--- src/rtl/stopwatch_ctrl.sv ---
// MM:SS stopwatch sequencer: input synchronizers, edge ticks, PAUSE/RUN/ADJUST FSM, BCD count.
// Define STOPWATCH_BLINK_EN to compile the adjust-mode digit blanking.
module stopwatch_ctrl #(
    parameter int MAX_MIN = 59,
    parameter int MAX_SEC = 59
) (
    input  logic       master_clk,
    input  logic       rst,
    input  logic       one_hz_clk,
    input  logic       two_hz_clk,
    input  logic       btn_pause,
    input  logic       btn_clr,
    input  logic       sw_adj,
    input  logic       sw_sel,
    output logic [3:0] min_tens,
    output logic [3:0] min_ones,
    output logic [3:0] sec_tens,
    output logic [3:0] sec_ones,
    output logic       running,
    output logic [3:0] blank,
    output logic [1:0] dbg_state   // 0 = PAUSE, 1 = RUN, 2 = ADJUST
);

    typedef enum logic [1:0] {
        ST_PAUSE  = 2'd0,
        ST_RUN    = 2'd1,
        ST_ADJUST = 2'd2
    } state_t;

    localparam logic [7:0] MAX_MIN_BCD = {4'(MAX_MIN / 10), 4'(MAX_MIN % 10)};
    localparam logic [7:0] MAX_SEC_BCD = {4'(MAX_SEC / 10), 4'(MAX_SEC % 10)};

    // Edge-detected inputs, bit order {clr, pause, two_hz, one_hz}.
    logic [3:0] w_edge_in;
    logic [3:0] r_edge_s1;
    logic [3:0] r_edge_s2;
    logic [3:0] r_edge_d;
    logic [3:0] r_tick;

    // Level-only inputs, bit order {sel, adj}.
    logic [1:0] w_lvl_in;
    logic [1:0] r_lvl_s1;
    logic [1:0] r_lvl_s2;

    logic w_tick1;
    logic w_tick2;
    logic w_pause_p;
    logic w_clr_p;
    logic w_adj;
    logic w_sel;

    state_t     r_state;
    state_t     w_state_nxt;
    logic [7:0] r_min;
    logic [7:0] r_sec;
    logic [7:0] w_min_nxt;
    logic [7:0] w_sec_nxt;
    logic       r_running;

    assign w_edge_in = {btn_clr, btn_pause, two_hz_clk, one_hz_clk};
    assign w_lvl_in  = {sw_sel, sw_adj};

    always_ff @(posedge master_clk) begin
        if (!rst) begin
            r_edge_s1 <= '0;
            r_edge_s2 <= '0;
            r_edge_d  <= '0;
            r_tick    <= '0;
            r_lvl_s1  <= '0;
            r_lvl_s2  <= '0;
        end else begin
            r_edge_s1 <= w_edge_in;
            r_edge_s2 <= r_edge_s1;
            r_edge_d  <= r_edge_s2;
            r_tick    <= r_edge_s2 & ~r_edge_d;
            r_lvl_s1  <= w_lvl_in;
            r_lvl_s2  <= r_lvl_s1;
        end
    end

    assign w_tick1   = r_tick[0];
    assign w_tick2   = r_tick[1];
    assign w_pause_p = r_tick[2];
    assign w_clr_p   = r_tick[3];
    assign w_adj     = r_lvl_s2[0];
    assign w_sel     = r_lvl_s2[1];

    // Two-digit BCD increment that wraps to 00 after the field maximum.
    function automatic logic [7:0] bcd_inc(input logic [7:0] val, input logic [7:0] max_bcd);
        logic [7:0] res;
        if (val == max_bcd) begin
            res = 8'h00;
        end else if (val[3:0] == 4'd9) begin
            res = {val[7:4] + 4'd1, 4'd0};
        end else begin
            res = {val[7:4], val[3:0] + 4'd1};
        end
        return res;
    endfunction

    always_ff @(posedge master_clk) begin
        if (!rst) begin
            r_state   <= ST_PAUSE;
            r_min     <= 8'h00;
            r_sec     <= 8'h00;
            r_running <= 1'b0;
        end else begin
            r_state   <= w_state_nxt;
            r_min     <= w_min_nxt;
            r_sec     <= w_sec_nxt;
            r_running <= (w_state_nxt == ST_RUN);
        end
    end

    // Clear outranks every transition; a transition or pause swallows a same-cycle tick.
    always_comb begin
        w_state_nxt = r_state;
        w_min_nxt   = r_min;
        w_sec_nxt   = r_sec;
        if (w_clr_p) begin
            w_min_nxt = 8'h00;
            w_sec_nxt = 8'h00;
            if (r_state == ST_RUN) begin
                w_state_nxt = ST_PAUSE;
            end
        end else begin
            case (r_state)
                ST_PAUSE: begin
                    if (w_adj) begin
                        w_state_nxt = ST_ADJUST;
                    end else if (w_pause_p) begin
                        w_state_nxt = ST_RUN;
                    end
                end
                ST_RUN: begin
                    if (w_adj) begin
                        w_state_nxt = ST_ADJUST;
                    end else if (w_pause_p) begin
                        w_state_nxt = ST_PAUSE;
                    end else if (w_tick1) begin
                        w_sec_nxt = bcd_inc(r_sec, MAX_SEC_BCD);
                        if (r_sec == MAX_SEC_BCD) begin
                            w_min_nxt = bcd_inc(r_min, MAX_MIN_BCD);
                        end
                    end
                end
                ST_ADJUST: begin
                    if (!w_adj) begin
                        w_state_nxt = ST_PAUSE;
                    end else if (w_tick2) begin
                        if (w_sel) begin
                            w_sec_nxt = bcd_inc(r_sec, MAX_SEC_BCD);
                        end else begin
                            w_min_nxt = bcd_inc(r_min, MAX_MIN_BCD);
                        end
                    end
                end
                default: begin
                    w_state_nxt = ST_PAUSE;
                end
            endcase
        end
    end

`ifdef STOPWATCH_BLINK_EN
    // Registered from the first sync stage so blank tracks the synced level in the same cycle.
    logic [3:0] r_blank;
    logic [3:0] w_blank_nxt;

    always_comb begin
        w_blank_nxt = 4'b0000;
        if (w_state_nxt == ST_ADJUST && r_edge_s1[1]) begin
            w_blank_nxt = r_lvl_s1[1] ? 4'b0011 : 4'b1100;
        end
    end

    always_ff @(posedge master_clk) begin
        if (!rst) begin
            r_blank <= 4'b0000;
        end else begin
            r_blank <= w_blank_nxt;
        end
    end

    assign blank = r_blank;
`else
    assign blank = 4'b0000;
`endif

    assign min_tens  = r_min[7:4];
    assign min_ones  = r_min[3:0];
    assign sec_tens  = r_sec[7:4];
    assign sec_ones  = r_sec[3:0];
    assign running   = r_running;
    assign dbg_state = r_state;

endmodule

--- config.mk ---
export PLATFORM = sky130hd
export DESIGN_NAME = stopwatch_ctrl
export DESIGN_NICKNAME = d
export VERILOG_FILES = /design/src/rtl/stopwatch_ctrl.sv
export SDC_FILE = /design/constraint.sdc
export NUM_CORES = 1
export LEC_CHECK = 0
export BUFFER_PORTS_ARGS = -buffer_cell sky130_fd_sc_hd__buf_2
export CORE_MARGIN = 2
export CORE_UTILIZATION = 35
export DETAILED_ROUTE_END_ITERATION = 12
export GPL_TIMING_DRIVEN = 0
export MAX_ROUTING_LAYER = met4
export REMOVE_ABC_BUFFERS = 1
export SLEW_MARGIN = 20
export SYNTH_ARGS = -nofsm -noshare
export SYNTH_HDL_FRONTEND = slang
export SYNTH_SLANG_ARGS = --single-unit
--- constraint.sdc ---
create_clock -name master_clk -period 2.3 [get_ports master_clk]
set_input_delay 0.575 -clock master_clk [delete_from_list [all_inputs] [get_ports master_clk]]
set_output_delay 0.575 -clock master_clk [all_outputs]
set_load 0.02 [all_outputs]
==> impl_metrics.json <==
{
  "rsz0062_at_grt": "no",
  "arrival_ns": 2.16,
  "critPathKind": "reg -> reg",
  "drt_wl_total_mm": 2.71,
  "worstSetupPathDepth": 6,
  "crit_buf_inv": 0,
  "startpoint_type": "flop",
  "synth_common_cells": "dfxtp_1 (39), and2_1 (17), nand2_1 (11)",
  "cts_buffers": 5,
  "crit_fanout": 8,
  "synth_edf_count": 0,
  "synth_top_cell_by_area": "dfxtp_1",
  "drt-initial-drc-count": 35,
  "netlist_instances": 166,
  "cp-end-kind": "flop",
  "cts_setup_buffers": 0,
  "ir_drop_v": 0.000523,
  "die_h_um": 72.7,
  "setup-tns-final_ns": 0,
  "root_buffer": "clkbuf_8",
  "synth_seq_cells": 39,
  "drc": 0,
  "final_layout_size_suffix_gt1_frac": 0.204,
  "cts_resized": 0,
  "whs_path_depth": 1,
  "hold_viol_final": 0,
  "detail_route.wl_per_cell_um": 10.8,
  "core_mm2": 0.00463,
  "clock_skew_ns": 0.00780,
  "worst_pin_slew_ns": 0.613,
  "syn_to_final_growth_pct": 18.2,
  "synthTopCellsByArea": "dfxtp_1 (47%), and2_1 (6.4%), ha_1 (6.1%), nor2b_1 (2.6%), nand2_1 (2.5%)",
  "max_slew_margin": 0.591,
  "stdcell_count": 250,
  "first_global_vias": 1056,
  "ys_async_sr_fraction": 0,
  "crit_required_ns": 2.47,
  "yosysUniqueCellTypes": 40,
  "portBuffers": 26,
  "dp.cells": 242,
  "synth_area_mm2": 0.00165,
  "crit_chain": "ha_1 -> nand3b_1 -> o31ai_2 -> nand4_2 -> o311ai_0 -> o41ai_1",
  "yosysMostFrequentCell": "dfxtp_1",
  "placementRows": 25,
  "cp_slowest_cell": "dfxtp_1",
  "ios": 31,
  "r2r_cells": 6,
  "grt_overflow": 0,
  "n_antenna_cell": 0,
  "critPathMaxStageDelay_ns": 0.42,
  "vias": 1213,
  "clkSinkCount": 39,
  "hp-class": "reg -> reg",
  "fill_cells": 459,
  "p_per_area_mw_per_mm2": 728,
  "slew_violations": 0,
  "setup_ws_ns": 0.307,
  "p_leak_nw": 0.832,
  "place_hpwl_mm": 1.89,
  "status": "finished, final reports clean",
  "fp.dieArea_mm2": 0.00529,
  "synth.yosys.seq_area_share": 0.472,
  "fin_crit_sh": 0.866,
  "die_w_um": 72.7,
  "period_minus_slack_ns": 1.99,
  "grt_pass1_wl_mm": 4.68,
  "start_util": 0.357,
  "finalSetupViolations": 0,
  "hold_slack_ns": 0.379,
  "gp_congestion": 0.750,
  "clk_pin_slew_worst_paths_ns": 0.08,
  "routed_via_density": 4.85,
  "antenna_found_initial": 0,
  "ant_nets": 0,
  "nNetsFinal": 211,
  "grt_max_degree": 22,
  "crit_family": "compound AO/OA/AOI/OAI gates",
  "dr.pass1.iters": 4,
  "ys.warnings.count": 0,
  "dp_slack_ns": 0.275,
  "synth_ff_type": "dfxtp_1",
  "fmax_mhz": 502,
  "htree_levels": 2,
  "cts_hold_buf": 0,
  "synth_top_area_share": 0.472,
  "grt_usage": 0.118,
  "clk_latency_ns": 0.29,
  "cts_tree": "done",
  "syn_area_per_cell_um2": 9.96,
  "fin_total_pwr_mw": 1.42,
  "clk_path_buf_depth": 2,
  "drv_cap": 0
}
## metal layers
layer | share of wire | GRT usage | vias to the layer above | wire (um)
met4 | 0.020 | 0.0494 | 0 | 53
li1 | - | - | 626 | -
met3 | 0.045 | 0.0373 | 6 | 123
met1 | 0.49 | 0.143 | 552 | 1320
met5 | 0 | - | - | 0
met2 | 0.45 | 0.180 | 29 | 1210
## report_power, final
part           total, mW  internal, mW  leakage [nW]  switching (mW)
Clock              0.668         0.434        0.0654           0.234
Combinational     0.0561        0.0233         0.449          0.0328
Sequential         0.699         0.691         0.318         0.00795
Total               1.42          1.15         0.832           0.275
## layout make-up
cell class	count	area, um^2	area share
multi-input cells	115	812	0.416
flip-flops and latches	39	781	0.400
repair buffers	26	130	0.0666
clock buffers	6	72.6	0.0372
well taps	54	67.6	0.0346
clock inverters	2	60.1	0.0307
inverters	8	30.0	0.0154
## worst paths after layout
kind                                from                    end  slack, ns
hold reg to reg   r_edge_d[2]$_SDFF_PN0_   r_tick[2]$_SDFF_PN0_       0.38
setup / recovery   r_sec[0]$_SDFFE_PP0P_  r_min[7]$_SDFFE_PP0P_       0.31
hold / removal    r_edge_d[2]$_SDFF_PN0_   r_tick[2]$_SDFF_PN0_       0.38
setup reg to reg   r_sec[0]$_SDFFE_PP0P_  r_min[7]$_SDFFE_PP0P_       0.31
## flip-flops by register name, indices dropped and copies added (netlist names)
name / flops
r_lvl_s1: 2
r_tick: 4
r_edge_s1: 4
r_edge_d: 4
r_min: 8
r_sec: 8
running: 1
dbg_state: 2
r_edge_s2: 4
r_lvl_s2: 2
## cell usage in the layout (no fill, tap or decap), types with 4 or more instances in the layout
cell / count
and2_1: 17
buf_2: 26
a21oi_1: 6
dfxtp_1: 39
nand2_1: 11
nor2_1: 6
xnor2_1: 4
inv_1: 8
nand3_1: 5
ha_1: 8
clkbuf_8: 5
nand3b_1: 4
or3_1: 6
nor2b_1: 7
conb_1: 4
## stage by stage
stage / cell area (um^2) / util
after floorplan: 1620 / -
after global placement: 1820 / 0.393
after detailed placement: 1820 / 0.393
after CTS: 1950 / 0.422
after global routing: 1950 / 0.422
final: 1950 / 0.422
## cell families (layout without fill, tap and decap cells)
logic type | Yosys count | after routing | synth area share
and+or+nand+nor | 74 | 74 | 0.268
DFF | 39 | 39 | 0.472
AOI/OAI and AO/OA | 23 | 23 | 0.120
buffers and inverters | 15 | 42 | 0.0432
adders and majority gates | 8 | 8 | 0.0606
xor gates and xnor gates | 4 | 4 | 0.0212
muxes | 2 | 2 | 0.0121
other | 1 | 4 | 0.00227
Power figures use the tool's default switching activity.
